## src/rtl/uart_rx_port.sv

```systemverilog
// ============================================================================
// Module   : uart_rx_port
// Brief    : 8N1 UART receiver with a byte FIFO and a small register port
//            (DATA at word 0, STATUS / error-clear at word 1).
// Revision : 1.0 - initial release
// ============================================================================
`default_nettype none

module uart_rx_port #(
    parameter int CLKS_PER_BIT = 868,
    parameter int DEPTH_LOG2   = 3
) (
    input  logic        clk,
    input  logic        nreset,
    input  logic        rx,
    input  logic        sel,
    input  logic        wen,
    input  logic [1:0]  addr,
    input  logic [31:0] wdata,
    output logic [31:0] rdata,
    output logic        rx_avail
);

    localparam int c_cnt_w = (CLKS_PER_BIT > 1) ? $clog2(CLKS_PER_BIT) : 1;
    localparam logic [c_cnt_w-1:0] c_half_last = c_cnt_w'(CLKS_PER_BIT / 2 - 1);
    localparam logic [c_cnt_w-1:0] c_bit_last  = c_cnt_w'(CLKS_PER_BIT - 1);
    localparam int c_depth = 1 << DEPTH_LOG2;
    localparam logic [DEPTH_LOG2:0] c_full_cnt = (DEPTH_LOG2 + 1)'(c_depth);

    typedef enum logic [1:0] {
        ST_IDLE  = 2'd0,
        ST_START = 2'd1,
        ST_DATA  = 2'd2,
        ST_STOP  = 2'd3
    } state_t;

    logic                  rx_meta_q, rx_sync_q;
    state_t                state_q, state_d;
    logic [c_cnt_w-1:0]    cyc_q, cyc_d;
    logic [2:0]            bit_q, bit_d;
    logic [7:0]            shift_q, shift_d;
    logic                  stop_ok, stop_bad;

    logic [7:0]            mem_q [c_depth];
    logic [DEPTH_LOG2-1:0] wr_ptr_q, wr_ptr_d, rd_ptr_q, rd_ptr_d;
    logic [DEPTH_LOG2:0]   count_q, count_d;
    logic                  overrun_q, overrun_d, frame_err_q, frame_err_d;
    logic                  rd0_q, rd0_d, rx_avail_q;
    logic                  full, not_empty, pop, push_ok, ovr_evt, stat_wr;
    logic                  unused_wdata;

    assign unused_wdata = ^{wdata[31:4], wdata[1:0]};

    always_ff @(posedge clk or negedge nreset) begin
        if (!nreset) begin
            rx_meta_q <= 1'b1;
            rx_sync_q <= 1'b1;
        end else begin
            rx_meta_q <= rx;
            rx_sync_q <= rx_meta_q;
        end
    end

    always_ff @(posedge clk or negedge nreset) begin
        if (!nreset) begin
            state_q <= ST_IDLE;
            cyc_q   <= '0;
            bit_q   <= '0;
            shift_q <= '0;
        end else begin
            state_q <= state_d;
            cyc_q   <= cyc_d;
            bit_q   <= bit_d;
            shift_q <= shift_d;
        end
    end

    always_comb begin
        state_d  = state_q;
        cyc_d    = cyc_q;
        bit_d    = bit_q;
        shift_d  = shift_q;
        stop_ok  = 1'b0;
        stop_bad = 1'b0;
        case (state_q)
            ST_IDLE: begin
                if (!rx_sync_q) begin
                    state_d = ST_START;
                    cyc_d   = '0;
                end
            end
            ST_START: begin
                // Re-check the line at mid start bit so short glitches are ignored
                if (cyc_q == c_half_last) begin
                    cyc_d   = '0;
                    bit_d   = '0;
                    state_d = rx_sync_q ? ST_IDLE : ST_DATA;
                end else begin
                    cyc_d = cyc_q + c_cnt_w'(1);
                end
            end
            ST_DATA: begin
                if (cyc_q == c_bit_last) begin
                    cyc_d   = '0;
                    shift_d = {rx_sync_q, shift_q[7:1]};
                    if (bit_q == 3'd7) begin
                        bit_d   = '0;
                        state_d = ST_STOP;
                    end else begin
                        bit_d = bit_q + 3'd1;
                    end
                end else begin
                    cyc_d = cyc_q + c_cnt_w'(1);
                end
            end
            ST_STOP: begin
                if (cyc_q == c_bit_last) begin
                    cyc_d    = '0;
                    state_d  = ST_IDLE;
                    stop_ok  = rx_sync_q;
                    stop_bad = !rx_sync_q;
                end else begin
                    cyc_d = cyc_q + c_cnt_w'(1);
                end
            end
            default: state_d = ST_IDLE;
        endcase
    end

    always_comb begin
        not_empty = (count_q != '0);
        full      = (count_q == c_full_cnt);
        rd0_d     = sel & ~wen & (addr == 2'd0);
        pop       = rd0_d & ~rd0_q & not_empty;
        // A pop in the same cycle frees the slot, so a full FIFO can still accept
        push_ok   = stop_ok & (~full | pop);
        ovr_evt   = stop_ok & full & ~pop;
        stat_wr   = sel & wen & (addr == 2'd1);

        wr_ptr_d = push_ok ? wr_ptr_q + 1'b1 : wr_ptr_q;
        rd_ptr_d = pop ? rd_ptr_q + 1'b1 : rd_ptr_q;
        count_d  = count_q;
        if (push_ok && !pop) begin
            count_d = count_q + 1'b1;
        end else if (pop && !push_ok) begin
            count_d = count_q - 1'b1;
        end

        overrun_d = overrun_q;
        if (ovr_evt) begin
            overrun_d = 1'b1;
        end else if (stat_wr && wdata[2]) begin
            overrun_d = 1'b0;
        end

        frame_err_d = frame_err_q;
        if (stop_bad) begin
            frame_err_d = 1'b1;
        end else if (stat_wr && wdata[3]) begin
            frame_err_d = 1'b0;
        end
    end

    always_ff @(posedge clk or negedge nreset) begin
        if (!nreset) begin
            wr_ptr_q    <= '0;
            rd_ptr_q    <= '0;
            count_q     <= '0;
            overrun_q   <= 1'b0;
            frame_err_q <= 1'b0;
            rd0_q       <= 1'b0;
            rx_avail_q  <= 1'b0;
        end else begin
            wr_ptr_q    <= wr_ptr_d;
            rd_ptr_q    <= rd_ptr_d;
            count_q     <= count_d;
            overrun_q   <= overrun_d;
            frame_err_q <= frame_err_d;
            rd0_q       <= rd0_d;
            rx_avail_q  <= (count_d != '0);
        end
    end

    // Storage is left unreset; it is only visible through rdata when count is nonzero
    always_ff @(posedge clk) begin
        if (push_ok) begin
            mem_q[wr_ptr_q] <= shift_q;
        end
    end

    always_comb begin
        rdata = '0;
        if (sel) begin
            case (addr)
                2'd0: begin
                    if (not_empty) begin
                        rdata[7:0] = mem_q[rd_ptr_q];
                    end
                end
                2'd1: begin
                    rdata[0]              = not_empty;
                    rdata[1]              = full;
                    rdata[2]              = overrun_q;
                    rdata[3]              = frame_err_q;
                    rdata[DEPTH_LOG2+8:8] = count_q;
                end
                default: rdata = '0;
            endcase
        end
    end

    assign rx_avail = rx_avail_q;

endmodule

`default_nettype wire

```

## config.mk

```make
export PLATFORM = sky130hd
export DESIGN_NAME = uart_rx_port
export DESIGN_NICKNAME = d
export VERILOG_FILES = /design/src/rtl/uart_rx_port.sv
export SDC_FILE = /design/constraint.sdc
export NUM_CORES = 1
export LEC_CHECK = 0
export BUFFER_PORTS_ARGS = -buffer_cell sky130_fd_sc_hd__buf_4
export CAP_MARGIN = 20
export CORE_ASPECT_RATIO = 0.5
export CORE_MARGIN = 2
export CORE_UTILIZATION = 25
export DETAILED_ROUTE_END_ITERATION = 10
export GPL_TIMING_DRIVEN = 1
export SLEW_MARGIN = 30
export SYNTH_ARGS = -nofsm -noshare
export SYNTH_HDL_FRONTEND = slang
export SYNTH_SLANG_ARGS = --single-unit
export TNS_END_PERCENT = 5
```

## constraint.sdc

```tcl
create_clock -name clk -period 2.94 [get_ports clk]
set_input_delay 0.441 -clock clk [delete_from_list [all_inputs] [get_ports clk]]
set_output_delay 0.441 -clock clk [all_outputs]
set_load 0.05 [all_outputs]
```

After elaboration in Yosys (flattened, before gate mapping)

Memories as Yosys holds them, arrays and structs flattened.
Index checks and enable logic that the tools add are counted.

Register bits after elaboration: 39
RAM bits: 64
Bits of input ports: 39
Output and inout bits: 33
Word-level logic and storage cells: 97
Memories kept: 1

Add/subtract/negate cells: 6
Equality and inequality tests: 13
Multiplexer cells: 32
Bitwise operators: 14
Reductions and logical operators: 18

Memory list:

| name  | words | width | read ports | clocked after Yosys merged registers in | wr ports | line | RTL |
|---|---|---|---|---|---|---|---|
| mem_q | 8     | 8     | 1          | 0                                       | 1        | 44   | `logic [7:0] mem_q [c_depth];` |

Operators by type and width:

| operator                                                                | number |
|---|---|
| 10-bit 2-to-1 mux                                                       | 3 |
| 10-bit one-hot mux with 3 select lines                                  | 1 |
| 4-bit 2-to-1 mux                                                        | 4 |
| 12-bit 2-to-1 mux                                                       | 1 |
| 2-bit 2-to-1 mux                                                        | 6 |
| 10-bit by 1-bit adder with 10-bit output (second input constant)        | 1 |
| 10-bit equality test (second input constant)                            | 1 |
| 10-bit by 9-bit equality test with 1-bit output (second input constant) | 1 |
| 1-bit 2-to-1 mux                                                        | 10 |
| 2-bit inequality test (second input constant)                           | 5 |
| 3-bit by 1-bit adder with 3-bit output (second input constant)          | 3 |
| 1-bit bitwise AND                                                       | 9 |
| 3-bit 2-to-1 mux                                                        | 3 |
| 8-bit 2-to-1 mux                                                        | 1 |
| 2-bit one-hot mux with 4 select lines                                   | 1 |
| 4-bit one-hot mux with 2 select lines                                   | 1 |
| 4-bit nonzero test                                                      | 2 |
| 3-bit one-hot mux with 2 select lines                                   | 1 |
| 2-bit nonzero test                                                      | 3 |
| 5-bit AND reduction                                                     | 1 |
| 4-bit by 1-bit adder with 4-bit output (second input constant)          | 1 |
| 2-bit by 1-bit equality test with 1-bit output (second input constant)  | 2 |
| 2-bit equality test (second input constant)                             | 2 |
| 4-bit equality test (second input constant)                             | 1 |
| other kinds (10)                                                        | 19 |

Logic depth before layout (Yosys ltp)

Gate-level depths: netlist of run 1.

Depth after elaboration: 12
Depth in mapped cells: 9
Mapped depth without buffers: 8

Least setup slack after synthesis of run 1

OpenSTA, ideal clock, no wires.

Path kind: register to output
From: reg rd_ptr_q[0]
To: out rdata[0]
Arrival time: 2.498 ns
Data required time: 2.499 ns
Setup slack: 0.001 ns
Stages on the path, launching flop included: 6
Path buffers: 2
Path through: dfrtp_1 clkbuf_1 buf_2 mux4_2 a211oi_1 nor3_1

Longest elaborated chain between the ends: 4

RTL lines:

| element                               | line | RTL |
|---|---|---|
| start, declared                       | 45   | `logic [DEPTH_LOG2-1:0] wr_ptr_q, wr_ptr_d, rd_ptr_q, rd_ptr_d;` |
| start signal, assigned                | 175  | `rd_ptr_q <= rd_ptr_d;` |
| memory 8 x 8 bit                      | -    |  |
| 8-bit 2-to-1 mux                      | 196  | `if (not_empty) begin` |
| 4-bit one-hot mux with 2 select lines | 194  | `case (addr)` |
| 12-bit 2-to-1 mux                     | 193  | `if (sel) begin` |
| end, declared                         | 20   | `output logic [31:0] rdata,` |

No other way between the ends.

Worst setup path in the final report of run 1

From: reg rd_ptr_q[0]
To: out rdata[1]

The elaborated chain is that of the path after synthesis.

==> reports/qor.yml, run 1 <==
clocking:
  clk_pin_slew_ns: 0.07
  clkLatencyLatePin_ns: 0.34
  cts_buffers: 9
  post-cts-setup-buffers: 0
  cts_resized: 0
  clk_path_buf_depth: 2
  cts_tree: "built"
  clock-sinks: 103
  clockRootBuffer: "clkbuf_16"
  postCtsHoldBufs: 0
  cts_htree_levels: 3
routing:
  avgRoutedWirePerCell_microns: 13.5
  postRouteWirelength_microns: 8180
  postRouteAntennaNets: 0
  drtIter0Drc: 162
  dr.pass1.iters: 4
  vias: 2593
  via_per_inst: 4.29
  drc: 0
synthesis:
  synth_area_sq_mm: 0.00461
  yosys.cell_types.count: 49
  synth-seq-cells: 103
  ys.flop_type: "edfxtp_1"
  syn_inst: 322
  yosys-top-cells-count: "64 x edfxtp_1, 37 x dfrtp_1, 21 x nand2_1, 20 x buf_4, 18 x o21ai_0"
  async_reset_ff_frac: 0.379
  synth_most_common_cell: "edfxtp_1"
  synth-edff-count: 64
  synth_top_cell_by_area: "edfxtp_1"
  avgSynthCellArea_sq_um: 14.3
  synth_area_leaders: "edfxtp_1 42%, dfrtp_1 20%, mux4_2 7.8%"
  synthDominantCellAreaShare: 0.417
  seq_area_frac_synth: 0.629
  ys.warnings.count: 0
timing:
  worst_pin_slew_ns: 0.614
  finalCritPeriodShare: 0.928
  final.setup_skew_ns: 0.0114
  rsz0062_at_grt: "false"
  fmaxAchievable_ghz: 0.367
  fin_setup_tns_ns: 0
  post-route-min-period_ns: 2.73
  timing_hold_violations_final: 0
  setup_violations: 0
  relSlewSlack: 0.590
  drv_slew: 0
  hold_slack_ns: 0.0676
grt:
  grt_max_degree: 40
  grt_overflow: 0
  antenna_found_initial: 0
  grt_usage: 0.0882
  grt_pass1_vias: 2509
  grt_pass1_wl_microns: 13400
placed_design:
  gp_congestion: 0.779
  dp_hpwl_microns: 5580
  io_buffers: 21
  dp_cells: 589
finish:
  fin_cells: 605
  nNetsFinal: 408
  layout-area-overhead-vs-synth_pct: 17.0
  num_antenna_cells: 0
  drive_gt1_frac: 0.247
power:
  ir_drop_v: 0.000264
  p_per_area_mw_per_mm2: 640
  leakagePower_nw: 2.06
floorplanning:
  row_count: 35
  die_area_sq_mm: 0.0196
  die_y_microns: 100
  start_util: 0.253
  ios: 72
  die_w_microns: 196
  core_area_sq_mm: 0.0182
worst_setup_path:
  r2r-start: "count_q[0]"
  cp-endpoint: "rdata[1]"
  r2r_end: "rx_avail"
  start_kind: "flip-flop"
  startpoint: "rd_ptr_q[0]"
  end_kind: "output pin"
  cp.arrival_ns: 2.29
  timing_worst_setup_path_type: "flip-flop to output pin"
  required_ns: 2.50
  ff2ff_path_depth: 8
  r2r_slack_ns: 0.43
  cp_max_fo: 18
flow_run:
  maxCapViolCount: 0
hold_path:
  holdCritPathClass: "input port to async pin"
run_status:
  run_status: "finished clean"
==> layout by cell type (no fill, tap or decap), types with 2 or more instances in the layout <==
cell type / n
edfxtp_1: 64
o21ai_0: 18
o22ai_1: 2
nor2b_1: 3
inv_1: 7
clkbuf_16: 9
dfrtp_1: 37
a22oi_1: 4
xor2_1: 3
inv_6: 2
dfstp_2: 2
o31ai_1: 3
nand2_1: 21
nor4bb_1: 2
nand3_1: 5
nor2_1: 17
ha_1: 9
nor4_1: 2
mux2i_1: 5
mux4_2: 16
nand2b_1: 8
or3_1: 2
a21o_1: 2
nand4_1: 6
buf_4: 37
conb_1: 20
nor3_1: 6
nor3b_1: 3
mux2_2: 13
xnor2_1: 5
and3_1: 10
inv_8: 2
==> per-stage QoR <==
step	utilization	setup WS, ns	total power (W)	area (sq um)
2_1_floorplan	-	0.00136	0.00214	4680
3_3_place_gp	0.279	0.377	0.00227	5070
3_5_place_dp	0.279	0.380	0.00227	5070
4_1_cts	0.296	0.168	0.00351	5390
5_1_grt	0.296	0.0448	0.00362	5390
6_report	0.296	0.212	0.00345	5390
==> power by group <==
part / leakage, nW / switching (W) / internal, W
sequential: 1.09 / 0.0000982 / 0.00157
clock: 0.157 / 0.000547 / 0.000687
combinational: 0.814 / 0.000314 / 0.000236
total: 2.06 / 0.000959 / 0.00249
==> state kept, by name, indices dropped and copies added (netlist names), named ones only <==
register,count
cyc_q,10
bit_q,3
mem_q,64
wr_ptr_q,3
rx_avail,1
rx_sync_q,1
rd_ptr_q,3
rx_meta_q,1
shift_q,8
overrun_q,1
count_q,4
state_q,1
rd0_q,1
frame_err_q,1
==> routing by layer <==
layer	vias up	GRT usage	share of wire
met5	-	0	0
met4	0	0.0286	0.013
li1	1251	-	-
met3	10	0.0175	0.037
met2	54	0.144	0.48
met1	1278	0.119	0.47
==> worst max-delay path: stages, from the launching register on <==
cell,delay (ns)
dfrtp_1,0.33
buf_4,0.33
mux4_2,0.55
mux2_2,0.29
a22oi_1,0.18
nor2_1,0.07
buf_4,0.19
==> worst min path at each step <==
| stage | end | start | depth (start not counted) |
|---|---|---|---|
| 5_1_grt | rx_avail | nreset | 1 |
| 4_1_cts | rx_avail | nreset | 1 |
| 2_1_floorplan | async pin | nreset | 0 |
| 3_3_place_gp | rx_sync_q | rx_meta_q | 0 |
| 6_report | rx_avail | nreset | 1 |
| 3_5_place_dp | rx_sync_q | rx_meta_q | 0 |
==> layout make-up <==
type / count / area (sq um)
clock buffers: 9 / 225
clock inverters: 7 / 95.1
fillers: 1825 / 12800
inverters: 9 / 33.8
multi-input cells: 200 / 1560
flip-flops and latches: 103 / 2900
well taps: 240 / 300
repair buffers: 37 / 278
==> kinds of logic (layout without fill, tap and decap cells) <==
group	Yosys count	count (layout)	share of synthesized area
AO/OA/AOI/OAI	37	37	0.0524
buffers and inverters	38	62	0.0480
adder cells (fa/ha/maj)	9	9	0.0244
XOR/XNOR	8	8	0.0152
multiplexers	34	34	0.121
AND/OR/NAND/NOR	92	92	0.110
flip-flops	103	103	0.629
other	1	20	0.000813
Note: power is estimated with default switching activity, not from simulation.
==> run 2, diff against run 1 <==
--- a/config.mk
+++ b/config.mk
@@ -8,7 +8,6 @@
 export BUFFER_PORTS_ARGS = -buffer_cell sky130_fd_sc_hd__buf_4
 export CAP_MARGIN = 20
 export CORE_ASPECT_RATIO = 0.5
-export CORE_MARGIN = 2
 export CORE_UTILIZATION = 25
 export DETAILED_ROUTE_END_ITERATION = 10
 export GPL_TIMING_DRIVEN = 1
==> constraint.sdc (replaced) <==
create_clock -name clk -period 3.03 [get_ports clk]
set_input_delay 0.4545 -clock clk [delete_from_list [all_inputs] [get_ports clk]]
set_output_delay 0.4545 -clock clk [all_outputs]
set_load 0.05 [all_outputs]
==> reports/qor.yml, run 2 (synthesis gave the netlist of run 1 again) <==
placed_design:
  io_buffers: 21  # unchanged
  dp_hpwl_microns: 5440  # -2.5%
  gp_congestion: 0.733  # -5.9%
  placed_cell_area_sq_mm: 0.00506  # -0.32%
  dp_cells: 581  # -1.4%
floorplanning:
  die_y_microns: 98.0  # -2.0%
  die_area_sq_mm: 0.0190  # -3.0%
  ios: 72  # unchanged
  row_count: 34  # -2.9%
  start_util: 0.261  # +0.00745
  die_w_microns: 194  # -1.0%
  core_area_sq_mm: 0.0177  # -2.9%
routing:
  vias: 2608  # +0.58%
  drtIter0Drc: 129  # -20%
  drc: 0  # unchanged
  dr.pass1.iters: 4  # unchanged
  postRouteAntennaNets: 0  # unchanged
  via_per_inst: 4.37  # +1.9%
  postRouteWirelength_microns: 8390  # +2.6%
  avgRoutedWirePerCell_microns: 14.1  # +3.9%
clocking:
  cts_buffers: 9  # unchanged
  cts_resized: 0  # unchanged
  clock-sinks: 103  # unchanged
  cts_tree: "built"
  clk_pin_slew_ns: 0.07  # about the same
  clk_path_buf_depth: 2  # unchanged
  clockRootBuffer: "clkbuf_16"
  post-cts-setup-buffers: 0  # unchanged
  clkLatencyLatePin_ns: 0.35  # about the same
  postCtsHoldBufs: 0  # unchanged
  cts_htree_levels: 3  # unchanged
worst_setup_path:
  ff2ff_path_depth: 7  # -1
  end_kind: "output pin"
  timing_worst_setup_path_type: "flip-flop to output pin"
  start_kind: "flip-flop"
  r2r_end: "mem_q[4][2]"
  r2r_slack_ns: 0.48  # +0.05 ns
  cp.arrival_ns: 2.33  # +0.04 ns
  cp_max_fo: 6  # -12
  required_ns: 2.58  # +0.08 ns
  r2r-start: "cyc_q[0]"
hold_path:
  holdCritPathClass: "input port to async pin"
finish:
  final_area_sq_mm: 0.00534  # -0.93%
  largest_reg_flops: 64  # unchanged
  drive_gt1_frac: 0.245  # -0.00140
  largestRegisters: "mem_q (64), cyc_q (10), shift_q (8)"
  num_antenna_cells: 0  # unchanged
  fin_cells: 597  # -1.3%
  top_register: "mem_q"
  nNetsFinal: 406  # -0.49%
  layout-area-overhead-vs-synth_pct: 15.9
  layout_common_cells: "64 x edfxtp_1, 37 x dfrtp_1, 35 x buf_4"
  final_common_cell: "edfxtp_1"
  fillCellCount: 1740  # -4.7%
power:
  leakagePower_nw: 2.03  # -1.4%
  power_w: 0.00329  # -4.8%
  ir_drop_v: 0.000277  # +4.9%
  p_per_area_mw_per_mm2: 615  # -4.0%
run_status:
  run_status: "finished clean"
timing:
  finalCritPeriodShare: 0.920
  fin_setup_tns_ns: 0  # unchanged
  worst_pin_slew_ns: 0.623  # +0.00886 ns
  hold_slack_ns: 0.0775  # +0.00983 ns
  fmaxAchievable_ghz: 0.359
  timing_hold_violations_final: 0  # unchanged
  final.setup_skew_ns: 0.0101  # -0.00132 ns
  rsz0062_at_grt: "false"
  relSlewSlack: 0.584  # -0.00592
  drv_slew: 0  # unchanged
  setup_violations: 0  # unchanged
  post-route-min-period_ns: 2.79
grt:
  antenna_found_initial: 0  # unchanged
  grt_usage: 0.0928  # +0.00462
  grt_max_degree: 40  # unchanged
  grt_pass1_vias: 2551  # +1.7%
  grt_pass1_wl_microns: 13500  # +0.78%
  grt_overflow: 0  # unchanged
flow_run:
  maxCapViolCount: 0  # unchanged
## run 2: changes by cell type in the layout (fill, tap and decap cells not counted)
cell,before,now
buf_4,37,35
bufinv_16,1,0
clkinv_2,0,1
clkinv_8,1,0
clkinvlp_4,0,1
nor4_1,2,1
nor4_2,0,1
## run 2: metrics by stage
step / utilization / setup slack, ns
floorplan: - / 0.0779
CTS: 0.302 / 0.220
global route: 0.302 / 0.0333
finish: 0.302 / 0.243
global placement: 0.286 / 0.454
detailed placement: 0.286 / 0.407
## run 2: worst max path at each step
stage,slack (ns),from,depth (start not counted),endpoint
2_1_floorplan,0.08,rd_ptr_q[0],5,rdata[0]
3_3_place_gp,0.45,wen,7,mem_q[4][5]
3_5_place_dp,0.41,wen,7,mem_q[4][5]
4_1_cts,0.22,count_q[0],6,rdata[6]
5_1_grt,0.03,count_q[0],7,rdata[3]
6_report,0.24,count_q[0],6,rdata[4]
## run 2: layout make-up
cell class	instances	area (sq um)	share of cell area
clock buffer	9	225	0.0421
clock inverter	7	61.3	0.0115
inverter	9	33.8	0.00632
multi-input combinational	200	1570	0.293
sequential	103	2900	0.543
tap	234	293	0.0548
timing repair buffer	35	263	0.0492
## run 2: critical path, cell delays in order (launching register included)
cell,delay [ns]
dfrtp_1,0.44
inv_1,0.14
ha_1,0.20
nor3b_1,0.54
or3_1,0.36
nor2_1,0.10
buf_4,0.20
## run 2: routing by layer
metal | track usage | part of all wire
met5 | 0 | 0
met4 | 0.0238 | 0.0069
met3 | 0.0314 | 0.033
met2 | 0.158 | 0.49
met1 | 0.113 | 0.47
## run 2: power breakdown
group          internal [W]  total (W)  switching, W
clock network      0.000575    0.00111      0.000537
registers           0.00153    0.00160     0.0000733
logic              0.000238   0.000576      0.000337
==> run 3, diff against run 2 <==
--- a/config.mk
+++ b/config.mk
@@ -8,9 +8,10 @@
 export BUFFER_PORTS_ARGS = -buffer_cell sky130_fd_sc_hd__buf_4
 export CAP_MARGIN = 20
 export CORE_ASPECT_RATIO = 0.5
-export CORE_UTILIZATION = 25
+export CORE_UTILIZATION = 55
 export DETAILED_ROUTE_END_ITERATION = 10
 export GPL_TIMING_DRIVEN = 1
+export PLACE_DENSITY = 0.78
 export SLEW_MARGIN = 30
 export SYNTH_ARGS = -nofsm -noshare
 export SYNTH_HDL_FRONTEND = slang
==> reports/qor.yml, run 3 (synthesis gave the netlist of run 1 again) <==
placed_design:
  gp_congestion: 0.811  # +11%
  dp_hpwl_microns: 5420  # -0.32%
  io_buffers: 21  # unchanged
clocking:
  clkLatencyLatePin_ns: 0.34  # about the same
  clk_pin_slew_ns: 0.07  # about the same
  cts_resized: 0  # unchanged
  clockRootBuffer: "clkbuf_16"
  post-cts-setup-buffers: 0  # unchanged
  clock-sinks: 103  # unchanged
  postCtsHoldBufs: 0  # unchanged
  cts_htree_levels: 3  # unchanged
  clk_path_buf_depth: 2  # unchanged
  cts_tree: "built"
  cts_buffers: 9  # unchanged
finish:
  largest_reg_flops: 64  # unchanged
  final_common_cell: "edfxtp_1"
  seqCellArea_sq_mm: 0.00290  # unchanged
  top_register: "mem_q"
  largestRegisters: "mem_q (64), cyc_q (10), shift_q (8)"
  num_antenna_cells: 0  # unchanged
  nNetsFinal: 404  # -0.49%
  layout-area-overhead-vs-synth_pct: 12.4
  drive_gt1_frac: 0.238  # -0.00695
  multiInputGateArea_sq_mm: 0.00156  # -0.40%
  fillCellCount: 576  # -67%
  layout_common_cells: "64 x edfxtp_1, 37 x dfrtp_1, 33 x buf_4"
floorplanning:
  die_area_sq_mm: 0.00878  # -54%
  core_area_sq_mm: 0.00806  # -54%
  die_y_microns: 66.8  # -32%
  die_w_microns: 132  # -32%
  row_count: 23  # -32%
  ios: 72  # unchanged
  start_util: 0.572  # +0.312
flow_run:
  maxCapViolCount: 0  # unchanged
worst_setup_path:
  end_kind: "output pin"
  start_kind: "flip-flop"
  timing_worst_setup_path_type: "flip-flop to output pin"
  cp_max_fo: 18  # +12
  required_ns: 2.58  # about the same
  cp.arrival_ns: 2.39  # +0.06 ns
  r2r_slack_ns: 0.29  # -0.19 ns
grt:
  grt_usage: 0.205  # +0.112
  grt_pass1_wl_microns: 13200  # -2.2%
  grt_overflow: 0  # unchanged
  grt_pass1_vias: 2533  # -0.71%
  antenna_found_initial: 0  # unchanged
  grt_max_degree: 40  # unchanged
timing:
  final.setup_skew_ns: 0.00859  # -0.00149 ns
  finalCritPeriodShare: 0.938  # +0.0188
  fin_setup_tns_ns: 0  # unchanged
  relSlewSlack: 0.492  # -0.0916
  fmaxAchievable_ghz: 0.352  # -2.0%
  worst_pin_slew_ns: 0.762  # +0.139 ns
  drv_slew: 0  # unchanged
  post-route-min-period_ns: 2.84  # +0.0569 ns
  setup_violations: 0  # unchanged
  rsz0062_at_grt: "false"
  timing_hold_violations_final: 0  # unchanged
power:
  p_per_area_mw_per_mm2: 639  # +3.9%
  leakagePower_nw: 2.03  # about the same
  power_w: 0.00331  # +0.83%
  ir_drop_v: 0.000322  # +16%
routing:
  drc: 0  # unchanged
  vias: 2651  # +1.6%
  drtIter0Drc: 231  # +79%
  dr.pass1.iters: 4  # unchanged
  via_per_inst: 5.60  # +28%
  postRouteAntennaNets: 0  # unchanged
  avgRoutedWirePerCell_microns: 17.3  # +23%
  postRouteWirelength_microns: 8190  # -2.5%
hold_path:
  holdCritPathClass: "input port to async pin"
run_status:
  run_status: "finished clean"
[run 3: changes by cell type in the layout (fill, tap and decap cells not counted), sizes merged]
| cell | change |
|---|---|
| inv | -1 |
| buf | -2 |
| bufinv | +1 |
[run 3: power by group]
| group | internal, W | switching [W] | total [W] |
|---|---|---|---|
| Combinational | 0.000225 | 0.000295 | 0.000520 |
| Clock | 0.000649 | 0.000505 | 0.00115 |
| Sequential | 0.00152 | 0.000115 | 0.00164 |
| Total | 0.00240 | 0.000915 | 0.00331 |
[run 3: worst paths after layout]
| check | cells past startpoint | endpoint | start |
|---|---|---|---|
| setup / recovery | 5 | rdata[0] | rd_ptr_q[1] |
| hold / removal | 1 | shift_q[1] | nreset |
| setup reg to reg | 7 | rx_avail | cyc_q[0] |
| hold reg to reg | 0 | rx_sync_q | rx_meta_q |
| max in group asynchronous | 1 | rx_meta_q | nreset |
| min in group clk | 1 | rx_meta_q | rx |
[run 3: cell type report]
class                   count  area share
repair buffers             33      0.0478
clock buffers               9      0.0434
clock inverters             7      0.0147
well taps                 112      0.0270
multi-input cells         200       0.301
flip-flops and latches    103       0.559
inverters                   9     0.00652
[run 3: stage by stage]
step | instances | setup slack, ns | util | cell area, sq um | hold slack [ns]
CTS | 473 | 0.203 | 0.643 | 5180 | 0.106
global route | 473 | 0.0959 | 0.643 | 5180 | 0.122
floorplan | 341 | 0.0779 | - | 4680 | 0.159
finish | 473 | 0.187 | 0.643 | 5180 | 0.0845
detailed placement | 457 | 0.393 | 0.606 | 4880 | 0.348
global placement | 457 | 0.422 | 0.606 | 4880 | 0.347
[run 3: routing by layer]
| metal | up-vias | global-route usage | routed length (microns) |
|---|---|---|---|
| met5 | - | 0 | 0 |
| met4 | 0 | 0.0494 | 36 |
| met3 | 5 | 0.0449 | 377 |
| met2 | 77 | 0.364 | 4210 |
| met1 | 1321 | 0.262 | 3560 |
| li1 | 1248 | - | - |
[run 3: worst max-delay path, stage by stage, from the launching register on]
cell	delay (ns)
dfrtp_1	0.84
mux4_2	0.40
nor2b_1	0.14
a211oi_1	0.38
nor3_1	0.09
buf_4	0.20
